[config.mk]
export PLATFORM = sky130hd
export DESIGN_NAME = sb_timer_bridge
export DESIGN_NICKNAME = d
export VERILOG_FILES = /design/src/rtl/sb_pkg.sv /design/src/rtl/sb_timer.sv /design/src/rtl/sb_timer_bridge.sv
export SDC_FILE = /design/constraint.sdc
export NUM_CORES = 1
export LEC_CHECK = 0
export BUFFER_PORTS_ARGS = -buffer_cell sky130_fd_sc_hd__buf_2
export CAP_MARGIN = 20
export CORE_MARGIN = 5
export CORE_UTILIZATION = 45
export CTS_CLUSTER_DIAMETER = 80
export DETAILED_ROUTE_END_ITERATION = 10
export PLACE_DENSITY_LB_ADDON = 0.15
export SYNTH_ARGS = -nofsm -noshare
export SYNTH_HDL_FRONTEND = slang
export SYNTH_SLANG_ARGS = --single-unit
[constraint.sdc]
create_clock -name clk -period 6.9 [get_ports clk]
set_input_delay 0.345 -clock clk [delete_from_list [all_inputs] [get_ports clk]]
set_output_delay 0.345 -clock clk [all_outputs]
set_load 0.02 [all_outputs]
[src/rtl/sb_pkg.sv]
// Shared definitions for the system-bridge timer pair: FSM states, CTRL layout,
// register offsets and the decoded address window.
package sb_pkg;

  typedef enum logic [1:0] {
    ST_IDLE,
    ST_LOAD,
    ST_CNT,
    ST_INT
  } timerState_e;

  // Field order mirrors the CTRL word: IM at bit 3, Mode at 2:1, Enable at 0.
  typedef struct packed {
    logic       im;
    logic [1:0] mode;
    logic       en;
  } ctrlReg_t;

  localparam int CTRL_EN_BIT   = 0;
  localparam int CTRL_MODE_LSB = 1;
  localparam int CTRL_MODE_MSB = 2;
  localparam int CTRL_IM_BIT   = 3;

  localparam logic [1:0] MODE_AUTO = 2'd1;

  localparam logic [3:0] OFF_CTRL   = 4'h0;
  localparam logic [3:0] OFF_PRESET = 4'h4;
  localparam logic [3:0] OFF_COUNT  = 4'h8;
  localparam logic [3:0] OFF_RSVD   = 4'hC;

  localparam logic [31:0] WIN_LO      = 32'h0000_7F00;
  localparam logic [31:0] WIN_HI      = 32'h0000_7F1F;
  localparam logic [31:0] TIMER0_BASE = 32'h0000_7F00;
  localparam logic [31:0] TIMER1_BASE = 32'h0000_7F10;

  // The timer stride is a power of two, so a single address bit picks the timer.
  localparam int TIMER_SEL_BIT = $clog2(TIMER1_BASE - TIMER0_BASE);

  function automatic ctrlReg_t ctrlFromWord(input logic [31:0] w);
    ctrlReg_t c;
    c.im   = w[CTRL_IM_BIT];
    c.mode = w[CTRL_MODE_MSB:CTRL_MODE_LSB];
    c.en   = w[CTRL_EN_BIT];
    return c;
  endfunction

  function automatic logic [31:0] ctrlToWord(input ctrlReg_t c);
    logic [31:0] w;
    w = '0;
    w[CTRL_IM_BIT]                 = c.im;
    w[CTRL_MODE_MSB:CTRL_MODE_LSB] = c.mode;
    w[CTRL_EN_BIT]                 = c.en;
    return w;
  endfunction

endpackage

[src/rtl/sb_timer.sv]
// One down-counting timer with one-shot / auto-reload modes and a pending flag.
// IM is writable only when SB_TIMER_IRQ_EN is defined; otherwise it stays 0.
module sb_timer
  import sb_pkg::*;
(
  input  logic        clk,
  input  logic        reset,
  input  logic        ctrlWrite,
  input  logic        presetWrite,
  input  logic [31:0] writeData,
  output ctrlReg_t    ctrl,
  output logic [31:0] preset,
  output logic [31:0] count,
  output logic        pending
);

  timerState_e state, nextState;
  ctrlReg_t    writeCtrl;

  always_comb begin
    writeCtrl = ctrlFromWord(writeData);
`ifdef SB_TIMER_IRQ_EN
`else
    writeCtrl.im = 1'b0;
`endif
  end

  always_comb begin
    // NOTE: default assigned first so every path drives nextState and no latch is inferred.
    nextState = state;
    case (state)
      ST_IDLE: if (ctrl.en) nextState = ST_LOAD;
      ST_LOAD: nextState = ST_CNT;
      ST_CNT: begin
        if (!ctrl.en)               nextState = ST_IDLE;
        else if (count <= 32'd1)    nextState = ST_INT;
      end
      ST_INT:  nextState = (ctrl.mode == MODE_AUTO) ? ST_LOAD : ST_IDLE;
      default: nextState = ST_IDLE;
    endcase
  end

  always_ff @(posedge clk) begin
    if (reset) begin
      state   <= ST_IDLE;
      ctrl    <= '0;
      preset  <= '0;
      count   <= '0;
      pending <= 1'b0;
    end else begin
      // NOTE: non-blocking assignments so every register samples pre-edge values.
      state <= nextState;

      // A software CTRL write overrides the one-shot Enable clear in the same cycle.
      if (ctrlWrite)                                       ctrl    <= writeCtrl;
      else if (state == ST_INT && ctrl.mode != MODE_AUTO)  ctrl.en <= 1'b0;

      if (presetWrite) preset <= writeData;

      if (state == ST_LOAD)               count <= preset;
      else if (state == ST_CNT && ctrl.en) count <= (count > 32'd1) ? count - 32'd1 : '0;

      // In auto-reload the flag is raised by INT and dropped again by the following LOAD.
      if (ctrlWrite || presetWrite) pending <= 1'b0;
      else if (state == ST_INT)     pending <= 1'b1;
      else if (state == ST_LOAD)    pending <= 1'b0;
    end
  end

endmodule

[src/rtl/sb_timer_bridge.sv]
// Bus-facing wrapper: decodes the 0x7F00-0x7F1F window onto two sb_timer instances.
// irq is live only when SB_TIMER_IRQ_EN is defined (IM otherwise held at 0).
module sb_timer_bridge
  import sb_pkg::*;
(
  input  logic        clk,
  input  logic        reset,
  input  logic        sb_WriteEnable,
  input  logic        sb_ReadEnable,
  input  logic [31:0] sb_Address,
  input  logic [31:0] sb_DataIn,
  output logic [31:0] sb_DataOut,
  output logic        sb_exception,
  output logic [1:0]  irq
);

  logic        inWindow, misaligned, readOnlyFault, validWrite, timerSel;
  logic [3:0]  regOffset;
  logic [1:0]  ctrlWrite, presetWrite, pending;
  ctrlReg_t    ctrl   [2];
  logic [31:0] preset [2];
  logic [31:0] count  [2];

  assign inWindow      = (sb_Address >= WIN_LO) && (sb_Address <= WIN_HI);
  assign misaligned    = |sb_Address[1:0];
  assign regOffset     = {sb_Address[3:2], 2'b00};
  assign timerSel      = sb_Address[TIMER_SEL_BIT];
  assign readOnlyFault = sb_WriteEnable && (regOffset == OFF_COUNT || regOffset == OFF_RSVD);
  assign sb_exception  = sb_ReadEnable && (!inWindow || misaligned || readOnlyFault);
  assign validWrite    = sb_ReadEnable && sb_WriteEnable && !sb_exception;

  for (genvar i = 0; i < 2; i++) begin : gTimer
    assign ctrlWrite[i]   = validWrite && (timerSel == 1'(i)) && (regOffset == OFF_CTRL);
    assign presetWrite[i] = validWrite && (timerSel == 1'(i)) && (regOffset == OFF_PRESET);
    // With IM held at 0 in the default build this reduces to a constant zero.
    assign irq[i]         = pending[i] & ctrl[i].im;

    sb_timer uTimer (
      .clk        (clk),
      .reset      (reset),
      .ctrlWrite  (ctrlWrite[i]),
      .presetWrite(presetWrite[i]),
      .writeData  (sb_DataIn),
      .ctrl       (ctrl[i]),
      .preset     (preset[i]),
      .count      (count[i]),
      .pending    (pending[i])
    );
  end

  always_comb begin
    sb_DataOut = '0;
    if (sb_ReadEnable && inWindow) begin
      case (regOffset)
        OFF_CTRL:   sb_DataOut = ctrlToWord(ctrl[timerSel]);
        OFF_PRESET: sb_DataOut = preset[timerSel];
        OFF_COUNT:  sb_DataOut = count[timerSel];
        default:    sb_DataOut = '0;
      endcase
    end
  end

endmodule

# Yosys cells after proc, flatten, opt, wreduce, memory -nomap -nowiden
# Cells that the tools add are included.
# totals
register_bits	138
output_inout_bits	35
word_cells	100
# classes
addsub	2
order_cmp	7
n_eq_ne	17
n_mux	31
bitwise_logic	2
reduce_logical	31
# ops
cell	n
32-bit two-way mux	13
32-bit case mux with 3 select lines	1
32-bit by 1-bit > comparator with 1-bit output (second input constant)	2
32-bit by 1-bit <= comparator with 1-bit output (second input constant)	2
32-bit by 1-bit subtractor with 32-bit output (second input constant)	2
32-bit by 15-bit >= comparator with 1-bit output (second input constant)	1
32-bit by 15-bit <= comparator with 1-bit output (second input constant)	1
1-bit logical AND	16
2-bit case mux with 4 select lines	2
2-bit == test (second input constant)	6
2-bit two-way mux	6
2-bit by 1-bit == test with 1-bit output (second input constant)	5
4-bit two-way mux	2
2-bit by 1-bit inequality test with 1-bit output (second input constant)	4
2-bit nonzero test	4
1-bit two-way mux	6
3-bit inequality test (second input constant)	2
2-bit zero test	2
4-bit zero test	1
2-bit AND reduction	2
1-bit logical OR	3
3-bit two-way mux	1
2-bit >= comparator (second input constant)	1
1-bit zero test	2
3 further kinds	3

# Depth between registers and ports, before layout
# depth
word_depth	11
ltp_mapped	10
mapped_depth_nobuf	8

# Cells and area by module
# Synthesis repeated with hierarchy kept, for this count alone.
# hier_totals
cells_unflattened	979
hier_area_um2	8633.3
# by_module_without_submodules
module	n_inst	cells_per_inst	area_per_inst_um2	seq_area_each_um2
sb_timer	2	397	3472.1	1401.3
sb_timer_bridge	1	185	1689.1	0.0

# Worst setup path after synthesis
# Ideal clock, no wire load.
# synth_path
path_kind	input port to output port
startpoint	input sb_Address[24]
endpoint	output sb_DataOut[2]
t_arrival_ns	2.090
t_required_ns	6.555
setup_slack_ns	4.465
cell_stages	6
path_buffers	1
path_cell_list	nor4b_1 nand4_1 nor3_1 clkbuf_1 nand2_1 a211oi_1
# synth_via
elab_chain_cells	4
elab_cells_between_ends	5
# synth_lines
element	line	source
start: declaration	sb_timer_bridge.sv:10	input logic [31:0] sb_Address,
32-bit by 15-bit >= comparator with 1-bit output / 32-bit by 15-bit <= comparator with 1-bit output (equally long branches)	sb_timer_bridge.sv:24	assign inWindow = (sb_Address >= WIN_LO) && (sb_Address <= WIN_HI);
1-bit logical AND (*)	sb_timer_bridge.sv:24	
1-bit logical AND (*)	sb_timer_bridge.sv:53	if (sb_ReadEnable && inWindow) begin
32-bit two-way mux (*)	sb_timer_bridge.sv:53	
end: declaration	sb_timer_bridge.sv:12	output logic [31:0] sb_DataOut,
# Every way passes the cells marked *; elsewhere a longest branch is shown, timed or not.

# Worst setup path after layout
# layout_path
startpoint	register gTimer[0].uTimer.count[9]
endpoint	register gTimer[0].uTimer.count[4]
# layout_via
elab_chain_cells	4
# layout_lines
element	line	source
start: declaration	sb_timer.sv:13	output logic [31:0] count,
start signal: assignment	sb_timer.sv:60	if (state == ST_LOAD) count <= preset;
start signal: assignment	sb_timer.sv:61	else if (state == ST_CNT && ctrl.en) count <= (count > 32'd1) ? count - 32'd1 : '0;
32-bit by 1-bit > comparator with 1-bit output	sb_timer.sv:61	
32-bit two-way mux (2 in series)	sb_timer.sv:61	
32-bit two-way mux	sb_timer.sv:60	
# No other way between the ends. The select of a mux whose other input is x is not followed.
# A chain may end at the register's enable or synchronous reset.

==> results.md <==
* Slew Limit Headroom at 25.76%
* Sequential share of power at 43.5%
* Post-CTS setup buffer count at 0
* Post-cts resize count at 0
* Setup CP Type: reg2reg
* RSZ-0062 raised after global routing: no
* Placed Cells at 1238
* Slowest stage delay, CP at 1.06 ns
* Clk sinks at 138
* Fin. max-slew vios at 0
* VDD IR-drop max at 0.0002030 V
* Crit path time final at 3.471 ns
* PnR Total Power at 0.001833 W
* Max cap viols at 0
* Post-DP HPWL at 15750 um
* Crit share post-route at 50.31%
* Clock Power Share at 52.5%
* # rows at 47
* Hold crit path type: in2reg
* Mapped Area at 7522 um2
* Power Internal at 0.001414 W
* Commonest cells after routing, fill and taps aside: nand2_1, dfxtp_1, buf_2
* Synth warnings at 0
* I/O Pins at 103
* Cell Pwr Density at 208.8 nW/um2
* Fin nets at 1110
* Fmax at 288.1 MHz
* Syn_area_per_cell at 7.731 um2
* 1st-iter DRT viols at 651
* Initial core utilization at 45.68%
* Post-route cell area at 8777 um2
* Number of flops mapped to enable cells by yosys at 0
* Clock tree buffer depth at 2
* Yosys reg bits at 138
* Power share of the combinational group at 4.1%
* First-pass GRT wire length at 37420 um
* Commonest non-fill, non-tap cell in the layout: nand2_1
* Avg WL per Cell at 18.19 um
* Cells along the critical path: or4_1, nand4b_1, o311ai_2, buf_4, nor2_1, o21ai_0, o311ai_0
* Die Height at 139.3 um
* Async S/R FF share, synth at 0%
* Reg clk slew, reported paths at 0.06 ns
* 1st-pass router iterations at 6
* FF-to-FF Start: gTimer[0].uTimer.count[9]
* GRT Overall Usage at 23.63%
* DRC viols at 0
* Max FO, Critical Path at 13
* DRT Wirelength at 23120 um
* Crit path capture type: flop
* Worst Hold Launch: sb_DataIn[3]
* Crit-path slowest cell: o311ai_2
* ANT nets after route at 0
* Dominant cells by area after synthesis: dfxtp_1, nand2_1, mux2i_1, a21oi_1, o22ai_1
* Top cell type's share of synthesized area at 36.73%
* Final setup violation count at 0
* Final TNS setup at 0 ns
* Post-synthesis sequential area ratio at 36.73%
* CTS tree: yes
* Total grt overflow at 0
* Largest net degree at the start of global routing at 68
* Final-report hold violation count at 0
* Layout cells sized above 1 at 15.22%
* Arr. time, crit path at 3.76 ns
* Worst slew pin tran at 1.114 ns
* DR vias/cell at 5.744
* Status: completed
* Ant diodes at 0
* WP buf/inv at 1
* CTS H-tree lvls at 4
* Die Width at 139.3 um
* Die Area at 19400 um2
* Crit path launch type: flop
* Clock Latency Late Sink at 0.43 ns
* Synth Flop Type: dfxtp_1
* TritonCTS Buffers at 17
* I/O Buffers at 100
* Hold_buf cts at 0
* Vias in the first global route at 6968
* Clock Skew at 0.008365 ns
* Final Wtd Congestion at 0.8546
* Critical path startpoint: gTimer[0].uTimer.count[9]
* Switch Pwr at 0.0004184 W
* Critical path data required time at 7.19 ns
* Core box area at 16470 um2
* Critical path's top delay family: compound AO/OA/AOI/OAI gates
* Vias at 7301
* Synth area leader: dfxtp_1
* Synth unique cells at 56
* Finished Layout Cells at 1271
* Sw Share at 22.83%
* Layout area overhead at 16.68%
* P_leak at 3.439 nW
* Post-DP Area at 8152 um2
* Hold slack at 0.1674 ns
* Antenna violations before repair at 0
* Root Driver: clkbuf_16
* Mapped Cells at 973
-- layout make-up --
class / count / area, um2
inverters: 8 / 30.03
flip-flops and latches: 138 / 2763
multi-input cells: 760 / 4488
repair buffers: 113 / 600.6
fillers: 1625 / 7689
well taps: 220 / 275.3
clock buffers: 19 / 452.9
clock inverters: 13 / 167.7
-- cell families (layout without fill, tap and decap cells) --
| group | after synthesis | after routing | share of synthesized area (%) |
|---|---|---|---|
| DFF | 138 | 138 | 36.73 |
| other | 1 | 2 | 0.04985 |
| and+or+nand+nor | 414 | 414 | 26.51 |
| adders and majority gates | 4 | 4 | 0.6654 |
| muxes | 67 | 67 | 8.915 |
| xor gates and xnor gates | 41 | 41 | 4.874 |
| buffers and inverters | 76 | 153 | 3.975 |
| AOI/OAI and AO/OA | 232 | 232 | 18.28 |
-- flip-flops by register name (all words and copies together), names as in the netlist --
| register | flops |
|---|---|
| gTimer.uTimer.count | 64 |
| gTimer.uTimer.preset | 64 |
| gTimer.uTimer.ctrl | 6 |
| gTimer.uTimer.state | 4 |
-- cells in the mapped netlist (12+ instances only) --
cell type,count
clkbuf_1,53
xnor2_1,25
xor2_1,15
nor2_1,56
mux2i_1,67
nand3_1,17
nand2_1,192
o21ai_0,35
dfxtp_1,138
o22ai_1,48
a21oi_1,94
nor4_1,20
and3_1,12
nor3_1,27
a22oi_1,16
and2_1,30
-- per-layer routing --
| layer | vias to the layer above | global-route usage (%) | part of all wire, % |
|---|---|---|---|
| met1 | 3452 | 33.22 | 48 |
| li1 | 3599 | - | - |
| met2 | 214 | 35.88 | 44 |
| met5 | - | 0 | 0 |
| met4 | 0 | 7.930 | 2.0 |
| met3 | 36 | 5.386 | 6.2 |
-- final timing paths --
path                                end  slack [ns]  cells past startpoint
max           gTimer[0].uTimer.count[4]        3.43                      7
min          gTimer[1].uTimer.preset[3]        0.17                      3
max reg2reg   gTimer[0].uTimer.count[4]        3.43                      7
min reg2reg  gTimer[1].uTimer.preset[0]        0.47                      2
-- tightest hold or removal path: stages --
cell and delay, ns:
buf_2 0.11, nand2_1 0.05, a21oi_1 0.05
-- power groups by stage --
stage	combinational [W]	clock [W]	sequential, W
floorplan	0.0000406	0	0.000814
CTS	0.0000743	0.000967	0.000797
global placement	0.0000737	0	0.000814
finish	0.0000745	0.000962	0.000797
global route	0.0000802	0.00101	0.000796
detailed placement	0.0000741	0	0.000814
-- stage by stage --
| stage | utilization (%) | setup WS [ns] |
|---|---|---|
| floorplan | - | 4.465 |
| global placement | 49.51 | 3.552 |
| detailed placement | 49.51 | 3.434 |
| CTS | 53.28 | 3.422 |
| global route | 53.31 | 3.180 |
| finish | 53.31 | 3.429 |
No activity file was read; power rests on OpenSTA's default activity.
